[src/rtl/karatsuba_mul_pipe.sv]
// rtl/karatsuba_mul_pipe.sv - 3-stage pipelined Karatsuba multiplier with signed mode, valid/ready and tag
// One top-level split: magnitudes are multiplied as three half-width products, sign applied at the end.
module karatsuba_mul_pipe #(
  parameter int W     = 16,
  parameter int TAG_W = 4
) (
  input  logic             clk,
  input  logic             rst_n,
  input  logic             in_valid,
  output logic             in_ready,
  input  logic [W-1:0]     in_a,
  input  logic [W-1:0]     in_b,
  input  logic             in_signed,
  input  logic [TAG_W-1:0] in_tag,
  output logic             out_valid,
  input  logic             out_ready,
  output logic [2*W-1:0]   out_p,
  output logic [TAG_W-1:0] out_tag
);
  localparam int H = W / 2;
  localparam logic [W-1:0]   ONE_W  = 1;
  localparam logic [2*W-1:0] ONE_2W = 1;

  logic adv;

  logic             v1_q, sign1_q;
  logic [H-1:0]     a0_q, a1_q, b0_q, b1_q;
  logic [H:0]       sa_q, sb_q;
  logic [TAG_W-1:0] tag1_q;

  logic             v2_q, sign2_q;
  logic [W-1:0]     p0_q, p2_q;
  logic [W+1:0]     pm_q;
  logic [TAG_W-1:0] tag2_q;

  logic             v3_q;
  logic [2*W-1:0]   out_p_q;
  logic [TAG_W-1:0] out_tag_q;

  logic             neg_a, neg_b;
  logic [W-1:0]     mag_a, mag_b;
  logic             sign1_d;
  logic [H-1:0]     a0_d, a1_d, b0_d, b1_d;
  logic [H:0]       sa_d, sb_d;
  logic [W-1:0]     p0_d, p2_d;
  logic [W+1:0]     pm_d;
  logic [W+1:0]     mid;
  logic [2*W-1:0]   u;
  logic [2*W-1:0]   out_p_d;

  // Stage 1: magnitudes (the most negative value maps cleanly to 2^(W-1)) and half sums
  always_comb begin
    neg_a   = in_signed & in_a[W-1];
    neg_b   = in_signed & in_b[W-1];
    mag_a   = neg_a ? (~in_a + ONE_W) : in_a;
    mag_b   = neg_b ? (~in_b + ONE_W) : in_b;
    sign1_d = in_signed & (in_a[W-1] ^ in_b[W-1]);
    a0_d    = mag_a[H-1:0];
    a1_d    = mag_a[W-1:H];
    b0_d    = mag_b[H-1:0];
    b1_d    = mag_b[W-1:H];
    sa_d    = {1'b0, a0_d} + {1'b0, a1_d};
    sb_d    = {1'b0, b0_d} + {1'b0, b1_d};
  end

  always_comb begin
    p0_d = {{H{1'b0}}, a0_q} * {{H{1'b0}}, b0_q};
    p2_d = {{H{1'b0}}, a1_q} * {{H{1'b0}}, b1_q};
    pm_d = {{(H+1){1'b0}}, sa_q} * {{(H+1){1'b0}}, sb_q};
  end

  // Stage 3: recombine; mid never goes negative so the subtraction needs no sign handling
  always_comb begin
    mid     = pm_q - {2'b00, p0_q} - {2'b00, p2_q};
    u       = {p2_q, {W{1'b0}}} + ({{(W-2){1'b0}}, mid} << H) + {{W{1'b0}}, p0_q};
    out_p_d = sign2_q ? (~u + ONE_2W) : u;
  end

  assign adv       = ~v3_q | out_ready;
  assign in_ready  = adv;
  assign out_valid = v3_q;
  assign out_p     = out_p_q;
  assign out_tag   = out_tag_q;

  always_ff @(posedge clk or negedge rst_n) begin
    if (!rst_n) begin
      v1_q      <= 1'b0;
      sign1_q   <= 1'b0;
      a0_q      <= '0;
      a1_q      <= '0;
      b0_q      <= '0;
      b1_q      <= '0;
      sa_q      <= '0;
      sb_q      <= '0;
      tag1_q    <= '0;
      v2_q      <= 1'b0;
      sign2_q   <= 1'b0;
      p0_q      <= '0;
      p2_q      <= '0;
      pm_q      <= '0;
      tag2_q    <= '0;
      v3_q      <= 1'b0;
      out_p_q   <= '0;
      out_tag_q <= '0;
    end else if (adv) begin
      v1_q      <= in_valid;
      sign1_q   <= sign1_d;
      a0_q      <= a0_d;
      a1_q      <= a1_d;
      b0_q      <= b0_d;
      b1_q      <= b1_d;
      sa_q      <= sa_d;
      sb_q      <= sb_d;
      tag1_q    <= in_tag;
      v2_q      <= v1_q;
      sign2_q   <= sign1_q;
      p0_q      <= p0_d;
      p2_q      <= p2_d;
      pm_q      <= pm_d;
      tag2_q    <= tag1_q;
      v3_q      <= v2_q;
      out_p_q   <= out_p_d;
      out_tag_q <= tag2_q;
    end
  end

endmodule
[config.mk]
export PLATFORM = sky130hd
export DESIGN_NAME = karatsuba_mul_pipe
export DESIGN_NICKNAME = d
export VERILOG_FILES = /design/src/rtl/karatsuba_mul_pipe.sv
export SDC_FILE = /design/constraint.sdc
export NUM_CORES = 1
export LEC_CHECK = 0
export ABC_AREA = 1
export CORE_ASPECT_RATIO = 1.25
export CORE_MARGIN = 2
export CORE_UTILIZATION = 56
export DETAILED_ROUTE_END_ITERATION = 8
export HOLD_SLACK_MARGIN = 0.08
export PLACE_DENSITY = 0.81
export SLEW_MARGIN = 20
export SYNTH_ARGS = -nofsm -noshare
export SYNTH_HDL_FRONTEND = slang
export SYNTH_SLANG_ARGS = --single-unit
[constraint.sdc]
create_clock -name clk -period 10.3 [get_ports clk]
set_clock_uncertainty 0.1 [all_clocks]
set_input_delay 2.06 -clock clk [delete_from_list [all_inputs] [get_ports clk]]
set_output_delay 2.06 -clock clk [all_outputs]
set_load 0.005 [all_outputs]
==> metrics.cfg, run 1 <==
[setup_path]
start_kind = input port
worst_r2r_path_depth = 17
regToRegStartpoint = a0_q[0]
reg2reg_slack_ns = 5.32
cp_max_fo = 44
arrival_ns = 3.74
required_ns = 8.14
critPathKind = input port to output pin
critPathCapture = in_ready
endpoint_kind = output pin
r2r_end = p0_q[14]
startpoint = out_ready

[timing]
drv_slew = 0
hold_viol = 0
setup_ws_ns = 4.405
relSlewSlack = 0.3770
tightestPinTransition_ns = 0.9345
post-route-period-util = 0.5723
whs_ns = 0.3603
totalNegativeSetupSlack_ns = 0
fmax_ghz = 0.1696
setup_viol = 0
min_period_ns = 5.895
grt_setup_unrepaired = false

[synthesis]
synth_area_mm2 = 0.01694
yosysWarnings = 0
synth_area_per_cell_um2 = 7.225
synth_nets = 2695
yosysUniqueCellTypes = 44
ys_seq_area_frac = 0.2201
netlist_instances = 2345
synth_seq_cells = 149

[placed_design]
gp_congestion = 0.9250
dpl.cell_count = 2740
pre_cts_ws_ns = 4.382
port_buffers = 78
dp_hpwl_mm = 32.15

[finish]
seq_area_mm2 = 0.003729
area_growth_pct = 9.208
fill_cells = 2723
multi_input_area_mm2 = 0.01121
nets = 2708
final_common_cell = nand2_1
instances_no_fill = 2772
drive_above_1_share = 0.03880
final_cell_mix = 754 x nand2_1, 437 x inv_1, 168 x ha_1
antennaDiodeCount = 0

[die]
core_mm2 = 0.02994
die_h_um = 198.5
die_area_mm2 = 0.03167
initial_core_util = 0.5660
rows = 71
pin_count = 79
chipWidth_um = 159.6

[drt]
drt-pass1-iter-count = 5
ant_nets = 0
drtIter0Drc = 1018
wire_per_inst_um = 14.39
totalWireLength_mm = 39.88
vias = 14520
routed_via_density = 5.238
drc = 0

[status]
status = finished, final reports clean

[min_path]
min_path_cells = 2
hold_class = register to register

[clock_network]
cts_tree = yes
hold_buffers = 0
cts-root-buf = clkbuf_16
cts_buffer_depth = 2
cts_made_buffers = 17
htree_levels = 4
cts_resized = 0
insertion_delay_ns = 0.45
post_cts_buffers = 0
clk_pin_slew_ns = 0.07
clock_sinks = 149

[global_routing]
antenna_found_initial = 0
grt_pass1_wl_mm = 68.70
grt_start_max_net_pins = 105
grt_pass1_vias = 14830
grt_use_total = 0.2671
overflow = 0

[run]
drv_cap = 0

## how the worst min path moves through the flow
stage                     start        end
after floorplan            v2_q  out_valid
after global placement     v2_q  out_valid
after detailed placement   v2_q  out_valid
after CTS                  v2_q  out_valid
after global routing       v2_q  out_valid
final                      v2_q  out_valid
## cells by family after synthesis
logic type / after synthesis / share of synthesized area
AND/OR/NAND/NOR: 1028 / 0.2496
buffers and inverters: 532 / 0.1187
adder cells (fa/ha/maj): 309 / 0.2907
AO/OA/AOI/OAI: 239 / 0.07554
flip-flops: 149 / 0.2201
XOR/XNOR: 88 / 0.04549
## metrics by stage
stage / area [µm²] / utilization
floorplan: 16940 / -
detailed placement: 17920 / 0.5987
CTS: 18500 / 0.6181
global route: 18500 / 0.6181
global placement: 17920 / 0.5987
finish: 18500 / 0.6181
## critical path: stages
cell	delay (ns)
clkdlybuf4s50_1	0.44
nor2_4	0.15
clkinv_2	0.46
clkdlybuf4s50_1	0.62
## cell usage after synthesis, drive strengths merged
library cell	instances	area, µm²
clkbuf	84	315.3
nand3b	1	7.510
o2111ai	1	8.760
nor3b	2	15.01
a211oi	3	22.52
o21bai	1	7.510
nand3	84	435.4
dfrtp	149	3729
nand4	19	133.9
o211ai	3	22.52
nor4	1	6.260
buf	4	28.78
xor2	66	578.1
o21ai	125	629.3
xnor2	22	192.7
ha	168	2102
nor3	15	80.08
or2	9	56.30
o21a	2	15.01
and2	2	12.51
a31oi	8	50.05
a21oi	77	385.4
o221ai	2	17.52
a21o	2	15.01
inv	443	1663
o31ai	8	60.06
o2bb2ai	1	8.760
nand2	770	2950
nor2	125	531.8
fa	141	2823
o22ai	6	37.54
clkinv	1	3.750
## cell type report
| cell class | count | share of cell area |
|---|---|---|
| multi-input combinational | 1664 | 0.6059 |
| clock buffer | 18 | 0.02319 |
| inverter | 444 | 0.09013 |
| timing repair buffer | 82 | 0.04388 |
| tap | 401 | 0.02711 |
| clock inverter | 14 | 0.008249 |
| sequential | 149 | 0.2015 |
## state kept, by name, summed over array words and instances (netlist names)
name	count
tag1_q	4
out_tag	4
tag2_q	4
v2_q	1
sign1_q	1
a0_q	8
a1_q	8
sa_q	9
v1_q	1
b0_q	8
p0_q	16
p2_q	16
pm_q	18
sb_q	9
out_valid	1
out_p	32
sign2_q	1
b1_q	8
## per-layer routing
| layer | track usage | wire [µm] | vias up |
|---|---|---|---|
| met5 | 0 | 0 | - |
| met4 | 0.1256 | 1801 | 0 |
| met3 | 0.03378 | 1656 | 111 |
| met2 | 0.4898 | 20050 | 384 |
| met1 | 0.3107 | 16380 | 6835 |
| li1 | - | - | 7189 |
Power of run 1 is not shown: default switching activity piles up to over one toggle a cycle in this logic, so the estimate is an artifact.
==> run 2, diff against run 1 <==
==> constraint.sdc (replaced) <==
create_clock -name clk -period 5.9 [get_ports clk]
set_clock_uncertainty 0.1 [all_clocks]
set_input_delay 1.18 -clock clk [delete_from_list [all_inputs] [get_ports clk]]
set_output_delay 1.18 -clock clk [all_outputs]
set_load 0.005 [all_outputs]
==> metrics.cfg, run 2 (synthesis gave the netlist of run 1 again) <==
[status]
status = finished, final reports clean

[setup_path]
path_delay_family = simple AND/OR/NAND/NOR gates
timing.critical_path.mode_cell = nand2_1
required_ns = 6.08
cp_max_fo = 5
start_kind = register
arrival_ns = 5.10
endpoint_kind = register
cp_num_buf_inv = 2
slowest_stage = fa_1
slowest_delay_ns = 0.49
cp_cell_sequence = inv_1, fa_1, ha_1, inv_1, o21ai_1, nand2_1, o211ai_1, nand2_1, nor2_1, nor2_1, xnor2_1, ha_1, nand2_1, nor2_2, nand3_1, nand3_1, nand2_1, nand2_1, nand2_2, nor2_4, nand3_1, nand2_1, xor2_1, o21ai_0
critPathKind = register to register

[clock_network]
cts-root-buf = clkbuf_16
cts_resized = 0
cts_buffer_depth = 2
insertion_delay_ns = 0.45
clk_pin_slew_ns = 0.07
hold_buffers = 0
htree_levels = 4
post_cts_buffers = 0
cts_tree = yes
clock_sinks = 149
cts_made_buffers = 17

[drt]
drtIter0Drc = 840
ant_nets = 0
totalWireLength_mm = 41.49
wire_per_inst_um = 14.95
drc = 0
drt-pass1-iter-count = 5
vias = 14380
routed_via_density = 5.180

[die]
core_mm2 = 0.02994
pin_count = 79
die_h_um = 198.5
initial_core_util = 0.5660
rows = 71
die_area_mm2 = 0.03167
chipWidth_um = 159.6

[timing]
totalNegativeSetupSlack_ns = 0
drv_slew = 0
relSlewSlack = 0.3412
grt_setup_unrepaired = false
tightestPinTransition_ns = 0.9882
post-route-period-util = 0.8324
setup_viol = 0
hold_viol = 0
fmax_ghz = 0.2036
min_period_ns = 4.911

[finish]
nets = 2711
drive_above_1_share = 0.04044
seq_area_mm2 = 0.003729
fill_cells = 2704
antennaDiodeCount = 0
multi_input_area_mm2 = 0.01121
final_common_cell = nand2_1
area_growth_pct = 9.526
largest_reg_flops = 32
final_cell_mix = 754 x nand2_1, 437 x inv_1, 168 x ha_1

[run]
drv_cap = 0

[global_routing]
overflow = 0
grt_pass1_wl_mm = 70.62
grt_use_total = 0.2744
grt_pass1_vias = 14940
antenna_found_initial = 0
grt_start_max_net_pins = 110

[placed_design]
gp_congestion = 0.9574
port_buffers = 78
dp_hpwl_mm = 33.29

[min_path]
hold_class = register to register

run 2: cell count changes in the layout (fill, tap and decap cells not counted), sizes merged:
cell      previous run  this run
inv                454       450
buf                  5         8
clkinv               2         5
bufinv               1         2
clkbuf              18        19
clkinvlp             1         0
run 2: routing by layer:
layer	part of all wire	wire (µm)	GRT usage
met3	0.043	1776	0.03315
met4	0.040	1639	0.1172
met5	0	0	0
met1	0.42	17390	0.3288
met2	0.50	20680	0.4986
run 2: final cells by class:
cell class	count	share of cell area
Multi-Input combinational cell	1664	0.6042
Sequential cell	149	0.2009
Inverter	444	0.08987
Timing Repair Buffer	85	0.04497
Tap cell	401	0.02704
Clock buffer	19	0.02441
Clock inverter	13	0.008630
run 2: path summary, 6_finish.rpt:
| check | cells after the start | slack [ns] | start | to |
|---|---|---|---|---|
| worst max-delay path | 24 | 0.99 | p0_q[3] | out_p[23] |
| worst min-delay path | 2 | 0.36 | v2_q | out_valid |
| worst max register to register | 24 | 0.99 | p0_q[3] | out_p[23] |
| worst min register to register | 2 | 0.36 | v2_q | out_valid |
| max in group asynchronous | 2 | 4.05 | rst_n | a1_q[6] |
| min in group asynchronous | 1 | 0.52 | rst_n | out_p[3] |
run 2: worst min-delay path: stages, from the launching register on:
cell and delay [ns]:
dfrtp_1 0.33, inv_1 0.05, nand2_1 0.05
run 2: per-stage QoR:
stage          setup slack (ns)  area (µm²)  utilization  hold slack (ns)  std cells
6_report                 0.9886       18560       0.6199           0.3609       2775
5_1_grt                  0.6537       18560       0.6199           0.3783       2775
4_1_cts                   1.010       18560       0.6199           0.3591       2775
3_5_place_dp              1.054       17940       0.5994           0.3400       2743
3_3_place_gp              1.153       17940       0.5994           0.3354       2743
2_1_floorplan             1.416       16940            -           0.3198       2345
Power of run 2 is left out for the same reason.
==> run 3, diff against run 2 <==
==> constraint.sdc (replaced) <==
create_clock -name clk -period 5 [get_ports clk]
set_clock_uncertainty 0.1 [all_clocks]
set_input_delay 1 -clock clk [delete_from_list [all_inputs] [get_ports clk]]
set_output_delay 1 -clock clk [all_outputs]
set_load 0.005 [all_outputs]
==> metrics.cfg, run 3 (synthesis gave the netlist of run 1 again) <==
[drt]
drc = 0
ant_nets = 0
routed_via_density = 5.233
wire_per_inst_um = 14.77
vias = 14550
totalWireLength_mm = 41.07
drt-pass1-iter-count = 7
drtIter0Drc = 914

[die]
die_area_mm2 = 0.03167
pin_count = 79
core_mm2 = 0.02994
chipWidth_um = 159.6
die_h_um = 198.5
initial_core_util = 0.5660
rows = 71

[setup_path]
arrival_ns = 4.88
endpoint_kind = register
worst_r2r_path_depth = 18
r2r_end = p2_q[14]
critPathKind = register to register
regToRegStartpoint = b1_q[6]
start_kind = register
reg2reg_slack_ns = 0.30
cp_max_fo = 9
required_ns = 5.18

[clock_network]
insertion_delay_ns = 0.44
hold_buffers = 0
cts_tree = yes
htree_levels = 4
clk_pin_slew_ns = 0.07
clock_sinks = 149
cts-root-buf = clkbuf_16
cts_made_buffers = 17
cts_buffer_depth = 2

[global_routing]
antenna_found_initial = 0
grt_use_total = 0.2717
grt_start_max_net_pins = 111
overflow = 0
grt_pass1_vias = 14620
grt_pass1_wl_mm = 69.64

[timing]
hold_viol = 0
min_period_ns = 4.698
whs_ns = 0.3580
totalNegativeSetupSlack_ns = 0
relSlewSlack = 0.3377
setup_viol = 0
tightestPinTransition_ns = 0.9934
fmax_ghz = 0.2129
drv_slew = 0
post-route-period-util = 0.9396

[finish]
drive_above_1_share = 0.05296
multi_input_area_mm2 = 0.01130
nets = 2716
seq_area_mm2 = 0.003741
area_growth_pct = 10.12
final_cell_mix = 752 x nand2_1, 437 x inv_1, 165 x ha_1
fill_cells = 2717
largest_reg_flops = 32
antennaDiodeCount = 0
final_common_cell = nand2_1

[min_path]
holdPathEnd = out_valid
hold_class = register to register
min_path_cells = 2
min_from = v2_q

[placed_design]
port_buffers = 78
gp_congestion = 0.9226
dp_hpwl_mm = 33.07

[run]
drv_cap = 0

[status]
status = finished, final reports clean

-- run 3: cell types whose count changed in the layout (fill, tap and decap cells not counted), sizes merged --
cell	before	now
buf	8	13
clkinvlp	0	2
inv	450	448
-- run 3: layout make-up --
class	count	area share
clock buffer	19	0.02320
inverter	444	0.08939
multi-input combinational	1664	0.6054
tap	401	0.02689
clock inverter	13	0.007846
timing repair buffer	90	0.04674
sequential	149	0.2005
-- run 3: stage by stage --
step	worst slack, ns	utilization	cells	instance area (µm²)
3_3_place_gp	0.3505	0.6004	2747	17970
5_1_grt	-0.03176	0.6232	2780	18660
3_5_place_dp	0.2596	0.6004	2747	17970
4_1_cts	0.2396	0.6198	2779	18550
2_1_floorplan	0.5164	-	2345	16940
6_report	0.3022	0.6232	2780	18660
-- run 3: metal layers --
metal  track usage  vias to the layer above  part of all wire
li1              -                     7193                 -
met1        0.3225                     6805              0.42
met2        0.4821                      423              0.48
met3       0.03899                      128             0.046
met4        0.1374                        0             0.053
met5             0                        -                 0
-- run 3: timing repair --
action                                  CTS  global route
buffers inserted                          0             1
gates resized for setup                   0            29
endpoints found under the setup margin    0            13
-- run 3: how the worst max path moves through the flow --
stage | start | endpoint | slack [ns] | depth (start not counted)
global route | p2_q[0] | out_p[28] | -0.03 | 28
global placement | a0_q[0] | p0_q[14] | 0.35 | 17
CTS | a1_q[0] | p2_q[14] | 0.24 | 18
finish | b1_q[6] | p2_q[14] | 0.30 | 18
detailed placement | a1_q[0] | p2_q[14] | 0.26 | 18
floorplan | b1_q[7] | p2_q[14] | 0.52 | 19
-- run 3: worst max-delay path: stages (launching register included) --
cell and delay (ns):
dfrtp_1 0.52, nand2_1 0.12, fa_1 0.50, fa_1 0.54, inv_1 0.05, fa_1 0.50
fa_1 0.49, ha_1 0.37, a21oi_1 0.18, o21ai_0 0.09, a21oi_1 0.18, o21ai_0 0.13
nand2_1 0.08, inv_1 0.05, o21ai_0 0.14, nand2_1 0.09, or2_2 0.27, nand3_1 0.06
o21ai_0 0.10
Power of run 3 is left out for the same reason.
